$ cat config.mk
export PLATFORM = sky130hd
export DESIGN_NAME = updown_counter
export DESIGN_NICKNAME = d
export VERILOG_FILES = /design/src/rtl/updown_counter_pkg.sv /design/src/rtl/updown_counter_next.sv /design/src/rtl/updown_counter.sv
export SDC_FILE = /design/constraint.sdc
export NUM_CORES = 1
export LEC_CHECK = 0
export ABC_CLOCK_PERIOD_IN_PS = 4160
export CORE_AREA = 2 2 39 41
export CTS_CLUSTER_SIZE = 14
export DETAILED_ROUTE_END_ITERATION = 6
export DIE_AREA = 0 0 41 43
export PLACE_DENSITY = 0.61
export SLEW_MARGIN = 20
export SYNTH_ARGS = -nofsm -noshare
export SYNTH_HDL_FRONTEND = slang
export SYNTH_SLANG_ARGS = --single-unit
$ cat constraint.sdc
create_clock -name clk -period 4.16 [get_ports clk]
set_clock_uncertainty 0.2 [all_clocks]
set_input_delay 0.832 -clock clk [delete_from_list [all_inputs] [get_ports clk]]
set_output_delay 0.832 -clock clk [all_outputs]
set_load 0.1 [all_outputs]
$ cat src/rtl/updown_counter_pkg.sv
// Shared constants for the up/down counter: step-direction encoding and default width.
package updown_counter_pkg;
  localparam logic MODE_DOWN             = 1'b0;
  localparam logic MODE_UP               = 1'b1;
  localparam int   COUNTER_WIDTH_DEFAULT = 4;
endpackage

$ cat src/rtl/updown_counter_next.sv
// Combinational next-count and terminal flag for the up/down counter.
// UPDOWN_COUNTER_SATURATE_EN selects saturating behaviour instead of modulo wrap.
module updown_counter_next
  import updown_counter_pkg::*;
#(
  parameter int WIDTH = COUNTER_WIDTH_DEFAULT
) (
  input  logic [WIDTH-1:0] value,
  input  logic             mode,
  output logic [WIDTH-1:0] next_value,
  output logic             wrap
);

  localparam logic [WIDTH-1:0] ALL_ONES = {WIDTH{1'b1}};
  localparam logic [WIDTH-1:0] ZERO     = {WIDTH{1'b0}};
  localparam logic [WIDTH-1:0] ONE      = {{(WIDTH-1){1'b0}}, 1'b1};

  function automatic logic [WIDTH-1:0] step_value(input logic [WIDTH-1:0] v, input logic up);
    return up ? v + ONE : v - ONE;
  endfunction

  function automatic logic is_terminal(input logic [WIDTH-1:0] v, input logic up);
    return up ? (v == ALL_ONES) : (v == ZERO);
  endfunction

  logic up;
  assign up = (mode == MODE_UP);

  always_comb begin
`ifdef UPDOWN_COUNTER_SATURATE_EN
    // Stick at the terminal value; flag whenever the count lands on or stays at it.
    next_value = is_terminal(value, up) ? value : step_value(value, up);
    wrap       = is_terminal(next_value, up);
`else
    next_value = step_value(value, up);
    wrap       = is_terminal(value, up);
`endif
  end

endmodule

$ cat src/rtl/updown_counter.sv
// Synchronous up/down counter with preload and registered wrap detect.
// Optional macro UPDOWN_COUNTER_SATURATE_EN: saturate at the terminal value instead of wrapping.
module updown_counter
  import updown_counter_pkg::*;
#(
  parameter int WIDTH = COUNTER_WIDTH_DEFAULT
) (
  input  logic             clk,
  input  logic             reset,
  input  logic             enable,
  input  logic             preload,
  input  logic [WIDTH-1:0] preload_data,
  input  logic             mode,
  output logic             detect,
  output logic [WIDTH-1:0] result
);

  logic [WIDTH-1:0] next_value;
  logic             wrap;

  updown_counter_next #(
    .WIDTH(WIDTH)
  ) u_next (
    .value     (result),
    .mode      (mode),
    .next_value(next_value),
    .wrap      (wrap)
  );

  // Priority: reset, preload, count, hold; detect only survives a count step.
  always_ff @(posedge clk) begin
    if (reset) begin
      result <= '0;
      detect <= 1'b0;
    end else if (preload) begin
      result <= preload_data;
      detect <= 1'b0;
    end else if (enable) begin
      result <= next_value;
      detect <= wrap;
    end else begin
      detect <= 1'b0;
    end
  end

endmodule

Word-level counts from Yosys, hierarchy flattened
Cells that the tools add are included.
- $add $sub $neg: 2
- eq/ne operators: 1
- muxes and demuxes: 4
- bitwise operators: 1
- reductions and logical operators: 3
- operator list (operator ; count):
    2-to-1 mux 4 bit ; 3
    adder 4 x 1 -> 4 bit (second input constant) ; 1
    == test 4 bit (second input constant) ; 1
    logical NOT 4 bit ; 1
    subtractor 4 x 1 -> 4 bit (second input constant) ; 1
    OR reduction 3 bit ; 1
    nonzero test 2 bit ; 1
    2-to-1 mux 1 bit ; 1
    NOT 1 bit ; 1
- register bits: 5
- bits of input ports: 9
- output and inout bits: 5
- word-level logic and storage cells: 13

Logic depth before layout (Yosys ltp)
Gate-level depths: netlist of run 1.
- word-level depth: 4
- gate-level depth with buffers: 5
- gate-level depth less buffers: 5

Modules after synthesis
From an unflattened synthesis of run 1, not the netlist that was laid out.
- cells, all modules: 34
- area total of the unflattened synthesis: 337.8 um^2
- by module, submodules not included (module ; times used ; cells an instance ; area an instance (um^2) ; sequential area each (um^2)):
    updown_counter ; 1 ; 20 ; 220.2 ; 100.1
    updown_counter_next ; 1 ; 14 ; 117.6 ; 0.0

Worst setup path after synthesis of run 1
Ideal clock, no wire load.
- path type: reg2reg
- from: reg result[0]
- to: reg result[1]
- library setup time: 0.114 ns
- arrival time: 1.991 ns
- data required time: 3.846 ns
- setup slack: 1.854 ns
- cell stages (with the launch flop): 5
- clock period less this slack: 2.306 ns
- path through: dfxtp_1 > fa_1 > mux2_2 > mux2i_1 > nor2_1
- longest elaborated chain between the ends: 4
- ends and longest elaborated chain (item ; RTL line ; source):
    start: declaration ; updown_counter.sv:15 ; output logic [WIDTH-1:0] result
    start signal: assignment ; updown_counter.sv:36 ; result <= preload_data;
    start signal: assignment ; updown_counter.sv:39 ; result <= next_value;
    subtractor 4 x 1 -> 4 bit / adder 4 x 1 -> 4 bit (equally long branches) ; updown_counter_next.sv:19 ; return up ? v + ONE : v - ONE;
    2-to-1 mux 4 bit (*) ; updown_counter_next.sv:19 ;
    2-to-1 mux 4 bit (*) ; updown_counter.sv:38 ; end else if (enable) begin
    2-to-1 mux 4 bit (*) ; updown_counter.sv:35 ; end else if (preload) begin
Mark *: on every way between the ends. The rest lies on a longest branch, timed or not. The select of a mux whose other input is x is not followed.
A chain may end at the register's enable or synchronous reset.

Final worst setup path of run 1
- from: reg result[0]
- to: out result[0]
No word-level cell between the ends.

==> flow_summary.ini, run 1 <==
[outcome]
run_status = finished clean

[logic_synthesis]
synth_area_um2 = 333
ys_types = 19
ys_async_sr_fraction = 0
synth_nets = 47
synth_edf_count = 0
syn_inst = 35
ys.flop_type = dfxtp_1
synth.avg_cell_area_um2 = 9.51
ys_ff_latch = 5
yosysSeqAreaShare = 0.301
yosys_warnings = 0

[timing]
tightestPinTransition_ns = 0.968
min_period_over_period = 0.702
setup_viol = 0
layout_min_cycle_time_ns = 2.92
setup_tns_ns = 0
slew_violations = 0
fmax_mhz = 343
max_slew_margin = 0.353
grt_setup_unrepaired = false
hold_viol_final = 0

[clock_network]
cts_buffer_depth = 2
cts-root-buf = clkbuf_4
clk_latency_ns = 0.24
cts_tree = yes
numCtsBuffers = 3
h-tree-depth = 1
cts_hold_buf = 0
post_cts_buffers = 0
cts_resized = 0
cts_sinks = 5
clk_pin_slew_worst_paths_ns = 0.05

[critical_path]
startpoint_type = flop
max_stage_delay_ns = 1.18
r2r-start = result[0]
worstPathRequired_ns = 3.13
worst_path_max_delay_cell = clkdlybuf4s50_1
arrival_ns = 1.89
cp_num_buf_inv = 1
critPathKind = reg -> out
crit_chain = clkdlybuf4s50_1
worstSetupStartpoint = result[0]
crit_path_max_fanout = 6
critPathCaptureType = output port
crit_family = buffers and inverters

[placement]
post-dp-hpwl_um = 553
portBuffers = 13
dpl_cell_area_um2 = 472
place_congestion = 0.685

[finish]
area_growth_pct = 50.0
n_antenna_cell = 0
nNetsFinal = 64
stdcell_area_um2 = 499
layout_commonest_cell = clkdlybuf4s50_1
fillers = 141
fin_util = 0.361
final_cell_mix = clkdlybuf4s50_1 (13), a21oi_1 (5), dfxtp_1 (5)
drive_gt1_frac = 0.137

[die]
dieWidth_um = 41
initial_core_util = 0.241
ioPinCount = 14
die_area_um2 = 1760
core_area_um2 = 1380
die_y_um = 43
row_count = 14

[power]
sw_frac_of_total = 0.388
leakagePower_nw = 0.208
seq_power_share = 0.312
clock_power_share = 0.319
ir_drop_mv = 0.263
power.switching_uw = 71.2
finalPower_uw = 184
power.density_nw_per_um2 = 368
power.internal_uw = 113
comb_power_share = 0.369

[grt]
grt_usage = 0.109
grt_pass1_vias = 286
grt_overflow = 0
grt_max_degree = 8
grt_pass1_wl_um = 1210
antenna_found_initial = 0

[detailed_routing]
drtIter0Drc = 0
vias_per_cell = 4.54
firstDrtPassIters = 1
wl_per_cell_um = 10.8
vias = 304
drc = 0
postRouteAntennaNets = 0
totalWireLength_um = 725

[min_path]
hold_class = reg -> reg
hold_start = result[3]

[flow_run]
maxCapViolCount = 0
## stage by stage
step                      worst slack [ns]  hold WS, ns  cells
after floorplan                       1.85        0.701     35
after global placement                1.35        0.316     63
after detailed placement              1.34        0.332     63
after CTS                             1.23        0.345     67
after global routing                  1.18        0.395     67
final                                 1.24        0.334     67
## worst paths after layout
kind               endpoint  slack [ns]  cells past startpoint
setup / recovery  result[0]        1.24                      1
hold / removal       detect        0.33                      2
setup reg to reg  result[1]        2.46                      4
hold reg to reg      detect        0.33                      2
## power groups by stage
stage               combinational (mW)  clock (mW)  sequential, mW
floorplan                       0.0230           0          0.0835
global placement                0.0681           0          0.0583
detailed placement              0.0680           0          0.0585
CTS                             0.0685      0.0606          0.0575
global route                    0.0723      0.0637          0.0584
finish                          0.0677      0.0586          0.0574
## cells in the mapped netlist (2+ instances only)
master	number	area (um^2)
dfxtp_1	5	100
a21oi_1	5	25.0
nand2_1	2	7.51
nor2_1	3	11.3
ha_1	2	25.0
nand3_1	2	10.0
mux2i_1	2	20.0
xor2_1	2	17.5
and3_1	2	12.5
## layer usage
| metal | GRT usage | vias up | part of all wire | routed length [um] |
|---|---|---|---|---|
| met3 | 0.0838 | 0 | 0.095 | 69 |
| li1 | - | 158 | - | - |
| met5 | 0 | - | 0 | 0 |
| met1 | 0.117 | 133 | 0.40 | 292 |
| met2 | 0.156 | 13 | 0.50 | 364 |
| met4 | 0.0400 | 0 | 0 | 0 |
## sequential cells by signal, indices dropped and copies added, names as in the netlist
signal / cells
detect: 1
result: 4
## layout make-up
cell class	instances	area, um^2	share of cell area
clock buffer	3	22.5	0.0451
inverter	1	3.75	0.00752
timing repair buffer	13	130	0.261
clock inverter	1	5.00	0.0100
multi-input combinational	28	218	0.436
sequential	5	100	0.201
tap	16	20.0	0.0401
## kinds of logic (layout without fill, tap and decap cells)
kind of cell	after synthesis	after routing	share of synthesized area
flops	5	5	0.301
fa+ha+maj	3	3	0.135
xor+xnor	3	3	0.0790
simple gates	12	12	0.192
buf+inv	2	18	0.0451
mux	3	3	0.0940
compound gates	7	7	0.154
(Power assumes the default switching activity.)
==> run 2, diff against run 1 <==
- ABC_CLOCK_PERIOD_IN_PS: 4160 -> 2600
- PLACE_DENSITY: 0.61 -> 0.63
- clock period: 4.16 -> 2.6 ns (I/O delays scaled with it)
==> run 2 against run 1 <==
Sequential cell count did not move. Global-route usage fell by 1.5 points. Combinational power rose by 58%. Non-clock buffer count did not move. Clock power rose by 49%. Final cell count did not move. Cell area fell by 2.8%. Worst setup slack got worse by 0.89 ns. Via count rose by 4.6%. Critical endpoint is now result[2]. Highest routed layer unchanged.
==> flow_summary.ini, run 2 (synthesized netlist as in run 1, its figures left out) <==
[finish]
top_register = result
regArea_um2 = 100
reg.largest.list = result x4, detect x1
final_cell_mix = clkdlybuf4s50_1 (8), a21oi_1 (5), dfxtp_1 (5), buf_4 (5)
drive_gt1_frac = 0.216
layout_commonest_cell = clkdlybuf4s50_1
area_growth_pct = 45.9
n_antenna_cell = 0
nNetsFinal = 64
multi_input_area_um2 = 218
largest_reg_flops = 4
fillers = 148

[die]
ioPinCount = 14
dieWidth_um = 41
die_area_um2 = 1760
core_area_um2 = 1380
row_count = 14
die_y_um = 43
initial_core_util = 0.241

[detailed_routing]
drtIter0Drc = 2
firstDrtPassIters = 3
vias_per_cell = 4.75
drc = 0
postRouteAntennaNets = 0
wl_per_cell_um = 10.4
totalWireLength_um = 697
vias = 318

[clock_network]
numCtsBuffers = 3
cts_tree = yes
clk_pin_slew_worst_paths_ns = 0.04
cts_sinks = 5
cts_resized = 0
post_cts_buffers = 0
h-tree-depth = 1
cts_hold_buf = 0
cts-root-buf = clkbuf_4
cts_buffer_depth = 2
clk_latency_ns = 0.24

[critical_path]
startpoint_type = input port
cp_num_buf_inv = 2
critPathKind = in -> reg
reg2reg_to = result[2]
crit_path_max_fanout = 4
r2r-start = result[0]
max_stage_delay_ns = 0.51
crit_family = buffers and inverters
arrival_ns = 2.21
r2r_setup_slack_ns = 0.90
worstPathRequired_ns = 2.56
critPathCaptureType = flop
crit_chain = clkdlybuf4s50_1, inv_1, fa_1, xnor2_1, a211o_2, a21oi_1
worst_path_max_delay_cell = clkdlybuf4s50_1
rr_worst_depth = 4

[grt]
antenna_found_initial = 0
grt_pass1_wl_um = 1100
grt_pass1_vias = 262
grt_overflow = 0
grt_usage = 0.0936
grt_util_met2 = 0.125
use_met1 = 0.120
top_usage_layer = met2
grt_max_degree = 8
grt_use_met3 = 0.0681

[power]
power.density_nw_per_um2 = 590
leakagePower_nw = 0.213
ir_drop_mv = 0.429

[placement]
post-place-ws_ns = 0.0744
place_congestion = 0.703
portBuffers = 13

[timing]
fmax_mhz = 444
layout_min_cycle_time_ns = 2.25
min_period_over_period = 0.867
setup_viol = 0
slew_violations = 0
grt_setup_unrepaired = false
max_slew_margin = 0.820
tightestPinTransition_ns = 0.269
setup_tns_ns = 0
layout_setup_ws_ns = 0.347
hold_viol_final = 0

[outcome]
run_status = finished clean

[min_path]
worstHoldPathCells = 2
hold_path_end = detect
hold_class = reg -> reg
hold_start = result[3]

[flow_run]
maxCapViolCount = 0
[run 2: changes by cell type in the layout (fill, tap and decap cells not counted)]
| cell | before | now |
|---|---|---|
| buf_4 | 0 | 5 |
| clkdlybuf4s50_1 | 13 | 8 |
| clkbuf_1 | 0 | 1 |
| clkinv_2 | 1 | 0 |
[run 2: worst reg2reg max path, delay by kind of cell (launching register included)]
| family | cells | cell delay (ns) |
|---|---|---|
| AO/OA/AOI/OAI | 2 | 0.49 |
| adder cells (fa/ha/maj) | 1 | 0.43 |
| flip-flops | 1 | 0.38 |
| XOR/XNOR | 1 | 0.14 |
[run 2: how the worst max path moves through the flow]
stage              start   endpoint  depth (start not counted)
6_report            mode  result[2]                          6
3_5_place_dp        mode  result[2]                          6
3_3_place_gp        mode  result[2]                          6
2_1_floorplan  result[0]  result[1]                          4
4_1_cts             mode  result[2]                          6
5_1_grt             mode  result[2]                          6
[run 2: final cells by class]
type | instances | share of cell area
Clock buffer | 4 | 0.0541
Inverter | 1 | 0.00773
Multi-Input combinational cell | 28 | 0.448
Sequential cell | 5 | 0.206
Tap cell | 16 | 0.0412
Timing Repair Buffer | 13 | 0.242
[run 2: metal layers]
metal  routed length (um)  share of wire  up-vias
li1                     -              -      159
met1                  324           0.46      145
met2                  323           0.46       14
met3                   48          0.069        0
met4                    0              0        0
met5                    0              0        -
[run 2: report_power, final]
| group | total, mW | leakage, nW | switching, mW | internal [mW] |
|---|---|---|---|---|
| registers | 0.0923 | 0.0413 | 0.00931 | 0.0830 |
| clock network | 0.0873 | 0.0150 | 0.0294 | 0.0579 |
| logic | 0.107 | 0.157 | 0.0676 | 0.0393 |
| total | 0.287 | 0.213 | 0.106 | 0.180 |
[run 2: per-stage QoR]
stage | hold slack, ns | power [mW] | cells | utilization | cell area (um^2)
3_3_place_gp | 0.327 | 0.200 | 63 | 0.332 | 459
6_report | 0.336 | 0.287 | 67 | 0.351 | 485
3_5_place_dp | 0.339 | 0.201 | 63 | 0.332 | 459
2_1_floorplan | 0.389 | 0.170 | 35 | - | 333
5_1_grt | 0.372 | 0.308 | 67 | 0.351 | 485
4_1_cts | 0.341 | 0.291 | 67 | 0.351 | 485
